File: src/rtl/gbe_oflow_pkg.sv
// ---------------------------------------------------------------------------
// gbe_oflow_pkg
// Shared definitions for the 10GbE transmit overflow status producer:
//   - FSM state encoding (NORMAL / OFLOW / HOLDOFF, code 3 is illegal)
//   - counter widths for the episode and almost-full counters
//   - bit positions of every field in the 32-bit status word
//   - pack_status(): assembles the status word from its fields
// ---------------------------------------------------------------------------
package gbe_oflow_pkg;

    typedef enum logic [1:0] {
        ST_NORMAL  = 2'd0,
        ST_OFLOW   = 2'd1,
        ST_HOLDOFF = 2'd2
    } oflow_state_e;

    localparam int EPISODE_W = 16;
    localparam int AFULL_W   = 8;

    // Status word field positions
    localparam int BIT_OVF_STICKY   = 31;
    localparam int BIT_AFULL_STICKY = 30;
    localparam int BIT_AFULL_LIVE   = 29;
    localparam int BIT_CTR_SAT      = 28;
    localparam int STATE_HI         = 27;
    localparam int STATE_LO         = 26;
    localparam int RSVD_HI          = 25;
    localparam int RSVD_LO          = 24;
    localparam int AFULL_CNT_HI     = 23;
    localparam int AFULL_CNT_LO     = 16;
    localparam int EPISODE_HI       = 15;
    localparam int EPISODE_LO       = 0;

    // Assemble the status word; the reserved field is always zero.
    function automatic logic [31:0] pack_status(
        input logic                 ovf_sticky,
        input logic                 afull_sticky,
        input logic                 afull_live,
        input logic                 ctr_sat,
        input oflow_state_e         state,
        input logic [AFULL_W-1:0]   afull_cnt,
        input logic [EPISODE_W-1:0] episode_cnt
    );
        logic [31:0] word;
        word                             = 32'h0000_0000;
        word[BIT_OVF_STICKY]             = ovf_sticky;
        word[BIT_AFULL_STICKY]           = afull_sticky;
        word[BIT_AFULL_LIVE]             = afull_live;
        word[BIT_CTR_SAT]                = ctr_sat;
        word[STATE_HI:STATE_LO]          = state;
        word[RSVD_HI:RSVD_LO]            = 2'b00;
        word[AFULL_CNT_HI:AFULL_CNT_LO]  = afull_cnt;
        word[EPISODE_HI:EPISODE_LO]      = episode_cnt;
        return word;
    endfunction

endpackage

File: src/rtl/gbe_oflow_status_sat_counter.sv
// ---------------------------------------------------------------------------
// sat_counter
// Saturating up-counter with a synchronous clear. When clr and inc arrive in
// the same cycle the clear is applied first and the increment then counts on
// the cleared value, so the result is 1.
// Ports:
//   clk  in   clock
//   rst  in   synchronous active-high reset
//   clr  in   clear to zero (also clears the saturation flag)
//   inc  in   increment request, ignored once the counter is at all-ones
//   cnt  out  registered count
//   sat  out  registered flag, high once cnt has reached all-ones
// ---------------------------------------------------------------------------
module sat_counter #(
    parameter int WIDTH = 8
) (
    input  logic             clk,
    input  logic             rst,
    input  logic             clr,
    input  logic             inc,
    output logic [WIDTH-1:0] cnt,
    output logic             sat
);

    localparam logic [WIDTH-1:0] CNT_ZERO = {WIDTH{1'b0}};
    localparam logic [WIDTH-1:0] CNT_ONE  = {{(WIDTH-1){1'b0}}, 1'b1};
    localparam logic [WIDTH-1:0] CNT_MAX  = {WIDTH{1'b1}};

    logic [WIDTH-1:0] cnt_r;
    logic             sat_r;
    logic [WIDTH-1:0] cnt_base_s;
    logic [WIDTH-1:0] cnt_nx_s;
    logic             sat_nx_s;

    // Next count: clear first, then a non-saturated increment
    always_comb begin
        cnt_base_s = CNT_ZERO;
        cnt_nx_s   = CNT_ZERO;
        sat_nx_s   = 1'b0;
        if (clr) begin
            cnt_base_s = CNT_ZERO;
        end else begin
            cnt_base_s = cnt_r;
        end
        if (inc && (cnt_base_s != CNT_MAX)) begin
            cnt_nx_s = cnt_base_s + CNT_ONE;
        end else begin
            cnt_nx_s = cnt_base_s;
        end
        sat_nx_s = ((~clr) & sat_r) | (cnt_nx_s == CNT_MAX);
    end

    // Count and saturation flag registers
    always_ff @(posedge clk) begin
        if (rst) begin
            cnt_r <= CNT_ZERO;
            sat_r <= 1'b0;
        end else begin
            cnt_r <= cnt_nx_s;
            sat_r <= sat_nx_s;
        end
    end

    assign cnt = cnt_r;
    assign sat = sat_r;

endmodule

File: src/rtl/gbe_oflow_status.sv
// ---------------------------------------------------------------------------
// gbe_oflow_status
// Watches the 10GbE core tx_overflow / tx_afull flags, groups overflow cycles
// into episodes separated by an idle holdoff, keeps sticky flags and
// saturating counters, and publishes them as a packed 32-bit status word.
//
// Pipeline: stage 1 registers the inputs, stage 2 holds the FSM / counters /
// stickies, stage 3 registers the status word. An input sampled at edge E is
// visible on status_out after edge E+2; episode_active is one edge earlier.
//
// Ports:
//   user_clk        in   1   sole clock
//   user_rst        in   1   synchronous active-high reset
//   tx_overflow     in   1   core tx overflow (level)
//   tx_afull        in   1   core tx almost-full (level)
//   sw_clr          in   1   software clear (level, acts on rising edge)
//   status_out      out  32  packed status word
//   episode_active  out  1   high while in OFLOW or HOLDOFF
//   first_oflow_ts  out  32  (GBE_OFLOW_TIMESTAMP_EN only) cycle count at the
//                            first episode start after reset / clear
//
// Build option: define GBE_OFLOW_TIMESTAMP_EN to add the free-running cycle
// counter and the first_oflow_ts port.
// ---------------------------------------------------------------------------
module gbe_oflow_status
    import gbe_oflow_pkg::*;
#(
    parameter int HOLDOFF_CYC = 64,
    parameter int HOLDOFF_W   = 8
) (
    input  logic        user_clk,
    input  logic        user_rst,
    input  logic        tx_overflow,
    input  logic        tx_afull,
    input  logic        sw_clr,
    output logic [31:0] status_out,
    output logic        episode_active
`ifdef GBE_OFLOW_TIMESTAMP_EN
    ,
    output logic [31:0] first_oflow_ts
`endif
);

    localparam logic                 HOLD_EN   = (HOLDOFF_CYC > 32'sd0);
    localparam logic [HOLDOFF_W-1:0] HOLD_ZERO = {HOLDOFF_W{1'b0}};
    localparam logic [HOLDOFF_W-1:0] HOLD_ONE  = {{(HOLDOFF_W-1){1'b0}}, 1'b1};
    localparam logic [HOLDOFF_W-1:0] HOLD_LOAD =
        HOLDOFF_W'((HOLDOFF_CYC > 32'sd0) ? (HOLDOFF_CYC - 32'sd1) : 32'sd0);

    // Stage 1
    logic ovf_q_r;
    logic afull_q_r;
    logic afull_q_d_r;
    logic sw_clr_q_r;
    logic sw_clr_q_d_r;
    logic sw_clr_armed_r;
    logic clr_pulse_s;
    logic afull_rise_s;

    // Stage 2
    oflow_state_e           state_r;
    oflow_state_e           state_base_s;
    oflow_state_e           state_nx_s;
    logic [HOLDOFF_W-1:0]   hold_cnt_r;
    logic [HOLDOFF_W-1:0]   hold_base_s;
    logic [HOLDOFF_W-1:0]   hold_nx_s;
    logic                   ep_inc_s;
    logic                   ovf_sticky_r;
    logic                   afull_sticky_r;
    logic                   episode_active_r;
    logic [EPISODE_W-1:0]   ep_cnt_s;
    logic                   ep_sat_s;
    logic [AFULL_W-1:0]     afull_cnt_s;
    logic                   afull_sat_s;

    // Stage 3
    logic [31:0]            status_r;

    // A clear only fires after sw_clr has been seen low since reset, so a
    // level already high when reset releases does not count as an edge.
    assign clr_pulse_s  = sw_clr_q_r & ~sw_clr_q_d_r & sw_clr_armed_r;
    assign afull_rise_s = afull_q_r & ~afull_q_d_r;

    // Stage 1: input registers and edge-detect history
    always_ff @(posedge user_clk) begin
        if (user_rst) begin
            ovf_q_r        <= 1'b0;
            afull_q_r      <= 1'b0;
            afull_q_d_r    <= 1'b0;
            sw_clr_q_r     <= 1'b0;
            sw_clr_q_d_r   <= 1'b0;
            sw_clr_armed_r <= 1'b0;
        end else begin
            ovf_q_r        <= tx_overflow;
            afull_q_r      <= tx_afull;
            afull_q_d_r    <= afull_q_r;
            sw_clr_q_r     <= sw_clr;
            sw_clr_q_d_r   <= sw_clr_q_r;
            sw_clr_armed_r <= sw_clr_armed_r | ~sw_clr;
        end
    end

    // Episode FSM next state; a clear resets the FSM before this cycle's event
    always_comb begin
        state_base_s = ST_NORMAL;
        hold_base_s  = HOLD_ZERO;
        if (clr_pulse_s) begin
            state_base_s = ST_NORMAL;
            hold_base_s  = HOLD_ZERO;
        end else begin
            state_base_s = state_r;
            hold_base_s  = hold_cnt_r;
        end
        state_nx_s = state_base_s;
        hold_nx_s  = hold_base_s;
        ep_inc_s   = 1'b0;
        case (state_base_s)
            ST_NORMAL: begin
                if (ovf_q_r) begin
                    state_nx_s = ST_OFLOW;
                    ep_inc_s   = 1'b1;
                end else begin
                    state_nx_s = ST_NORMAL;
                end
            end
            ST_OFLOW: begin
                if (ovf_q_r) begin
                    state_nx_s = ST_OFLOW;
                end else if (HOLD_EN) begin
                    state_nx_s = ST_HOLDOFF;
                    hold_nx_s  = HOLD_LOAD;
                end else begin
                    state_nx_s = ST_NORMAL;
                end
            end
            ST_HOLDOFF: begin
                if (ovf_q_r) begin
                    // Overflow inside the holdoff window belongs to the same episode
                    state_nx_s = ST_OFLOW;
                end else if (hold_base_s == HOLD_ZERO) begin
                    state_nx_s = ST_NORMAL;
                end else begin
                    hold_nx_s = hold_base_s - HOLD_ONE;
                end
            end
            default: begin
                state_nx_s = ST_NORMAL;
                hold_nx_s  = HOLD_ZERO;
            end
        endcase
    end

    // Stage 2: FSM, holdoff counter, stickies and episode_active
    always_ff @(posedge user_clk) begin
        if (user_rst) begin
            state_r          <= ST_NORMAL;
            hold_cnt_r       <= HOLD_ZERO;
            ovf_sticky_r     <= 1'b0;
            afull_sticky_r   <= 1'b0;
            episode_active_r <= 1'b0;
        end else begin
            state_r          <= state_nx_s;
            hold_cnt_r       <= hold_nx_s;
            ovf_sticky_r     <= (~clr_pulse_s & ovf_sticky_r) | ovf_q_r;
            afull_sticky_r   <= (~clr_pulse_s & afull_sticky_r) | afull_q_r;
            episode_active_r <= (state_nx_s != ST_NORMAL);
        end
    end

    sat_counter #(.WIDTH(EPISODE_W)) u_episode_cnt (
        .clk (user_clk),
        .rst (user_rst),
        .clr (clr_pulse_s),
        .inc (ep_inc_s),
        .cnt (ep_cnt_s),
        .sat (ep_sat_s)
    );

    sat_counter #(.WIDTH(AFULL_W)) u_afull_cnt (
        .clk (user_clk),
        .rst (user_rst),
        .clr (clr_pulse_s),
        .inc (afull_rise_s),
        .cnt (afull_cnt_s),
        .sat (afull_sat_s)
    );

    // Stage 3: status word; afull_q_d_r is the stage-2 aligned live afull bit
    always_ff @(posedge user_clk) begin
        if (user_rst) begin
            status_r <= 32'h0000_0000;
        end else begin
            status_r <= pack_status(ovf_sticky_r, afull_sticky_r, afull_q_d_r,
                                    ep_sat_s, state_r, afull_cnt_s, ep_cnt_s);
        end
    end

    assign status_out     = status_r;
    assign episode_active = episode_active_r;

`ifdef GBE_OFLOW_TIMESTAMP_EN
    logic [31:0] ts_cnt_r;
    logic [31:0] ts_val_r;
    logic        ts_seen_r;
    logic [31:0] ts_out_r;
    logic [31:0] ts_cnt_nx_s;
    logic [31:0] ts_val_nx_s;
    logic        ts_seen_nx_s;

    // Cycle counter and first-episode latch, clear applied before the latch
    always_comb begin
        ts_cnt_nx_s  = 32'h0000_0000;
        ts_val_nx_s  = 32'h0000_0000;
        ts_seen_nx_s = 1'b0;
        if (clr_pulse_s) begin
            ts_cnt_nx_s  = 32'h0000_0000;
            ts_val_nx_s  = 32'h0000_0000;
            ts_seen_nx_s = 1'b0;
        end else begin
            ts_cnt_nx_s  = ts_cnt_r + 32'h0000_0001;
            ts_val_nx_s  = ts_val_r;
            ts_seen_nx_s = ts_seen_r;
        end
        if (ep_inc_s && !ts_seen_nx_s) begin
            ts_val_nx_s  = clr_pulse_s ? 32'h0000_0000 : ts_cnt_r;
            ts_seen_nx_s = 1'b1;
        end else begin
            ts_seen_nx_s = ts_seen_nx_s;
        end
    end

    // Stage 2 timestamp state and stage 3 output register
    always_ff @(posedge user_clk) begin
        if (user_rst) begin
            ts_cnt_r  <= 32'h0000_0000;
            ts_val_r  <= 32'h0000_0000;
            ts_seen_r <= 1'b0;
            ts_out_r  <= 32'h0000_0000;
        end else begin
            ts_cnt_r  <= ts_cnt_nx_s;
            ts_val_r  <= ts_val_nx_s;
            ts_seen_r <= ts_seen_nx_s;
            ts_out_r  <= ts_val_r;
        end
    end

    assign first_oflow_ts = ts_out_r;
`endif

endmodule
File: config.mk
export PLATFORM = sky130hd
export DESIGN_NAME = gbe_oflow_status
export DESIGN_NICKNAME = d
export VERILOG_FILES = /design/src/rtl/gbe_oflow_pkg.sv /design/src/rtl/gbe_oflow_status_sat_counter.sv /design/src/rtl/gbe_oflow_status.sv
export SDC_FILE = /design/constraint.sdc
export NUM_CORES = 1
export LEC_CHECK = 0
export ABC_AREA = 0
export CAP_MARGIN = 20
export CORE_MARGIN = 1
export CORE_UTILIZATION = 49
export CTS_CLUSTER_SIZE = 12
export DETAILED_ROUTE_END_ITERATION = 10
export PLACE_DENSITY = 0.71
export SLEW_MARGIN = 40
export SYNTH_ARGS = -nofsm -noshare
export SYNTH_HDL_FRONTEND = slang
export SYNTH_SLANG_ARGS = --single-unit
File: constraint.sdc
create_clock -name user_clk -period 7.48 [get_ports user_clk]
set_input_delay 1.496 -clock user_clk [delete_from_list [all_inputs] [get_ports user_clk]]
set_output_delay 1.496 -clock user_clk [all_outputs]
set_load 0.05 [all_outputs]
After elaboration in Yosys (flattened, before gate mapping)
Index checks and enable logic that the tools add are counted.
{"block": "word_totals", "reg_bits": 76, "inputBits": 5, "output_inout_bits": 33, "elab_cells": 60}
{"block": "classes", "n_addsub": 3, "eq_ne": 5, "n_mux": 17, "bitwise_logic": 14, "reduce_logical": 5}
{"op": "8-bit 2-to-1 mux", "count": 6}
{"op": "16-bit 2-to-1 mux", "count": 2}
{"op": "8-bit one-hot mux with 3 select lines", "count": 1}
{"op": "16-bit by 1-bit adder with 16-bit output, second input constant", "count": 1}
{"op": "16-bit equality test, second input constant", "count": 1}
{"op": "16-bit != test, second input constant", "count": 1}
{"op": "8-bit by 1-bit adder with 8-bit output, second input constant", "count": 1}
{"op": "8-bit zero test", "count": 1}
{"op": "2-bit 2-to-1 mux", "count": 4}
{"op": "8-bit != test, second input constant", "count": 1}
{"op": "8-bit by 1-bit subtractor with 8-bit output, second input constant", "count": 1}
{"op": "1-bit bitwise AND", "count": 6}
{"op": "2-bit one-hot mux with 3 select lines", "count": 1}
{"op": "1-bit NOT", "count": 4}
{"op": "1-bit OR", "count": 4}
{"op": "1-bit 2-to-1 mux", "count": 3}
{"op": "2-bit by 1-bit equality test with 1-bit output, second input constant", "count": 1}
{"op": "2-bit equality test, second input constant", "count": 1}
{"op": "1-bit logical AND", "count": 2}
{"op": "2-bit zero test", "count": 1}
{"op": "2-bit nonzero test", "count": 1}

Depth between registers and ports, before layout
{"block": "logic_depth", "word_depth": 10, "ltp_mapped": 15, "mapped_depth_nobuf": 11}

By module
Synthesis repeated with hierarchy kept, for this count alone.
{"block": "hier_totals", "hier_cells": 357, "area_unflattened_um2": 3290.7}
{"mod": "gbe_oflow_status", "instances": 1, "cells_each": 181, "area_per_inst_um2": 1770.4, "seq_area_each_um2": 980.9}
{"mod": "sat_counter at u_episode_cnt", "instances": 1, "cells_each": 124, "area_per_inst_um2": 1054.8, "seq_area_each_um2": 340.3}
{"mod": "sat_counter at u_afull_cnt", "instances": 1, "cells_each": 52, "area_per_inst_um2": 465.4, "seq_area_each_um2": 180.2}

Least setup slack after synthesis
Ideal clock, no wire load.
{"block": "synth_timing", "path_type": "flip-flop to flip-flop", "start": "register sw_clr_q_d_r", "end": "register u_episode_cnt.sat_r, in the netlist u_episode_cnt.sat", "setup_time_ps": 59, "arrival_time_ps": 2930, "path_slack_ps": 4491, "path_stages_with_launch": 14, "path_buffers": 4, "synth_period_minus_slack_ps": 2989, "cell_sequence": "dfxtp_1 -> nand3b_1 -> buf_2 -> clkbuf_1 -> buf_1 -> and2_1 -> ha_1 -> buf_2 -> nand4_4 -> nor3_1 -> xor2_1 -> or4b_1 -> nor4_2 -> a22o_1"}
{"block": "synth_via", "elab_chain_cells": 10, "elab_cells_between_ends": 15, "classes_between": "add/sub: 1; eq/ne: 2; mux: 4; bitwise: 6; reduce/logical: 2"}
{"item": "from (decl)", "line": "gbe_oflow_status.sv:55", "text": "logic sw_clr_q_d_r;"}
{"item": "from (signal assigned)", "line": "gbe_oflow_status.sv:98", "text": "sw_clr_q_d_r <= sw_clr_q_r;"}
{"item": "1-bit NOT *", "line": "gbe_oflow_status.sv:81", "text": "assign clr_pulse_s = sw_clr_q_r & ~sw_clr_q_d_r & sw_clr_armed_r;"}
{"item": "1-bit bitwise AND * (2 in series)", "line": "gbe_oflow_status.sv:81"}
{"item": "branches (longest 6 deep; another with 16-bit by 1-bit adder with 16-bit output)"}
{"item": "1-bit OR *", "line": "gbe_oflow_status_sat_counter.sv:50", "text": "sat_nx_s = ((~clr) & sat_r) | (cnt_nx_s == CNT_MAX);"}
{"item": "to (signal assigned)", "line": "gbe_oflow_status_sat_counter.sv:60", "text": "sat_r <= sat_nx_s;"}
{"item": "to (decl)", "line": "gbe_oflow_status_sat_counter.sv:30", "text": "logic sat_r;"}
Mark *: on every way between the ends.
A chain may end at the register's enable or synchronous reset.

Worst setup path in the final report
Ends and elaborated chain as after synthesis.

==> results.txt <==
crit-path max FO -> 14
Yosys reg bits -> 74
routed length on met1 -> 2990 um
Final nets -> 393
CTS tree -> done
Worst Tran Pin Value -> 670 ps
EDFF count, synth -> 0
status -> finished clean
slowest stage delay, CP -> 540 ps
Static Leak -> 0.00142 uW
Slew HR -> 54.1%
Crit path max-delay family -> simple AND/OR/NAND/NOR gates
sequential cell area fraction in the yosys report -> 46.6%
CP max-delay cell -> a21oi_2
setup TNS -> 0 ps
Synth Area in Adders -> 1.18%
clock latency on the worst-skew pair -> 360 ps
Crit Path Class -> reg2reg
max-slew violation count -> 0
die area -> 6820 um^2
RSZ-0062 raised after global routing -> no
Peak VDD IR -> 0.000112 V
initial antenna violation count -> 0
Worst Path Arrival -> 3380 ps
grt ovf -> 0
Worst-path clk slew -> 80 ps
Critical Path RT -> 7790 ps
max-cap viol count -> 0
PD cells -> 207 nW/um^2
first-pass GRT wire length -> 10,300 um
HP Class -> reg2reg
Fin Clk Skew -> 8.46 ps
ys flop type -> dfxtp_1
GRT Total Usage -> 20.2%
Total Power -> 769 uW
cts bufs inserted -> 9
met3 wire len -> 262 um
Final min period -> 3070 ps
largest net degree at the start of global routing -> 54
router iterations before antenna repair -> 4
achievable frequency -> 325 MHz
floorplan core area -> 6100 um^2
Synth Cell Area -> 3180 um^2
CTS Buffer Depth -> 2
Ant. Diodes -> 0
gpl congestion -> 0.876
Cell Chain, Critical Path -> nand3b_1 > and2_1 > ha_1 > and4_1 > a21oi_2 > nand4_1 > xnor2_1 > nor4_1 > a22o_1
hpwl dp -> 4120 um
post-synth cell types -> 53
Syn Inst Count -> 359
final hold vios -> 0
CP endpoint kind -> register
clk sink count -> 74
drt drc -> 0
Setup Viol. Count Final -> 0
Critical Path Start Type -> register
root buf cell -> clkbuf_8
proportion of synthesized area in mux cells -> 0.944%
Die Wd -> 82.6 um
crit share post-route -> 41.1%
Detailed Route WL -> 6220 um
PortBufs -> 35
area growth from synthesis to layout -> 16.9%
post-layout instance area -> 3720 um^2
DP Cell Count -> 449
first-iteration detailed-routing DRC count -> 173
fin util -> 61.0%
DR WL met2 -> 2890 um
Die H -> 82.6 um
Syn Area/Cell -> 8.86 um^2
Final Non-Filler Cells -> 465
share of layout cells above drive strength 1 -> 6.92%
post-detailed-route wirelength per cell -> 13.4 um
vias in the first global route -> 2,236
placed standard-cell area -> 3530 um^2
Starting Density -> 52.2%
Synth Area in Simple Gates -> 29.9%
I/O pin cnt -> 38
H-tree depth -> 3
vias -> 2,518
Yosys warnings -> 0
# resized after CTS -> 0
total buffers and inverters traversed by the critical path -> 0
site row count -> 28
Via density -> 5.42
Synth Area in XOR/XNOR -> 5.78%
top sig layer -> met4
antenna viol nets, final -> 0
Async SR Flop Fraction -> 0%
main combinational cell family by area after synthesis -> simple AND/OR/NAND/NOR gates
# Post-CTS Setup Buffers -> 0
hold-fix buffers at CTS -> 0
post-synthesis compound-gate area fraction -> 11.4%
cells in the mapped netlist, drive strengths merged, types with 2 or more instances:
library cell  count  area share [%]
a21o              3            0.71
a21oi             7             1.2
a221oi            2            0.55
a31oi             6             1.2
a32oi             3            0.83
and2              9             1.8
and3             10             2.1
and3b             2            0.55
and4              2            0.55
buf              12             1.9
clkbuf           10             1.2
dfxtp            74              47
ha                3             1.2
inv               8            0.94
mux2i             3            0.94
nand2            29             3.4
nand2b            2            0.39
nand3            14             2.2
nand4             8             2.0
nor2             47             5.5
nor2b            38             7.5
nor3              6            0.94
nor4              4             1.9
o211a             2            0.63
o211ai            3            0.71
o21ai             9             1.4
o22ai             5            0.98
o31ai             2            0.47
xnor2             9             2.5
xor2             12             3.3
metrics by stage:
| step | hold WS (ps) | setup WS (ps) |
|---|---|---|
| floorplan | 428 | 4490 |
| global placement | 445 | 4370 |
| detailed placement | 456 | 4490 |
| CTS | 468 | 4460 |
| global route | 490 | 4220 |
| finish | 466 | 4410 |
registers in the layout, summed over array words and instances, names as in the netlist:
signal and flops:
ovf_sticky_r 1, afull_q_d_r 1, sw_clr_q_d_r 1, u_episode_cnt.sat 1, state_r 2, hold_cnt_r 8, status_out 30, afull_sticky_r 1
u_afull_cnt.cnt 8, afull_q_r 1, sw_clr_armed_r 1, episode_active 1, sw_clr_q_r 1, u_episode_cnt.cnt 16, ovf_q_r 1
cell families after synthesis:
logic type / count (synthesis)
AO/OA/AOI/OAI: 52
XOR/XNOR: 21
adder cells (fa/ha/maj): 3
buffers and inverters: 30
flip-flops: 74
multiplexers: 3
other: 1
AND/OR/NAND/NOR: 175
cell type report:
type                            count  area [um^2]
Inverter                            8         30.0
Clock inverter                      7         58.8
Fill cell                         562         2380
Multi-Input combinational cell    256         1570
Clock buffer                        9          124
Sequential cell                    74         1480
Tap cell                           75         93.8
Timing Repair Buffer               36          355
worst paths after layout:
| path | start | cells after the start | slack [ps] | to |
|---|---|---|---|---|
| setup / recovery | sw_clr_q_d_r | 9 | 4410 | u_episode_cnt.sat |
| hold / removal | sw_clr_armed_r | 2 | 470 | sw_clr_armed_r |
| setup reg to reg | sw_clr_q_d_r | 9 | 4410 | u_episode_cnt.sat |
| hold reg to reg | sw_clr_armed_r | 2 | 470 | sw_clr_armed_r |
layer usage:
layer  track usage [%]  up-vias
met5                 0        -
met3              4.95        9
li1                  -     1274
met2              32.0       57
met4              8.28        0
met1              26.3     1178
power by group:
group	switching, uW	internal, uW	total (uW)
clock	165	125	290
combinational	43.4	25.3	68.7
sequential	8.25	402	411
layout by cell type, fill, tap and decap left out, drive strengths merged, types with 6 or more instances in the layout:
cell type and n:
nor3 6, nand3 14, clkbuf 9, o21ai 9, nor2 47, clkdlybuf4s50 34
and2 9, a21oi 7, a31oi 6, inv 12, nand4 8, nor2b 38
nand2 29, xnor2 9, dfxtp 74, xor2 12, and3 10
tightest hold or removal path, stage by stage (launching register included):
cell	delay, ps
dfxtp_1	330
inv_1	50
a21oi_1	50
(Power assumes the default switching activity.)
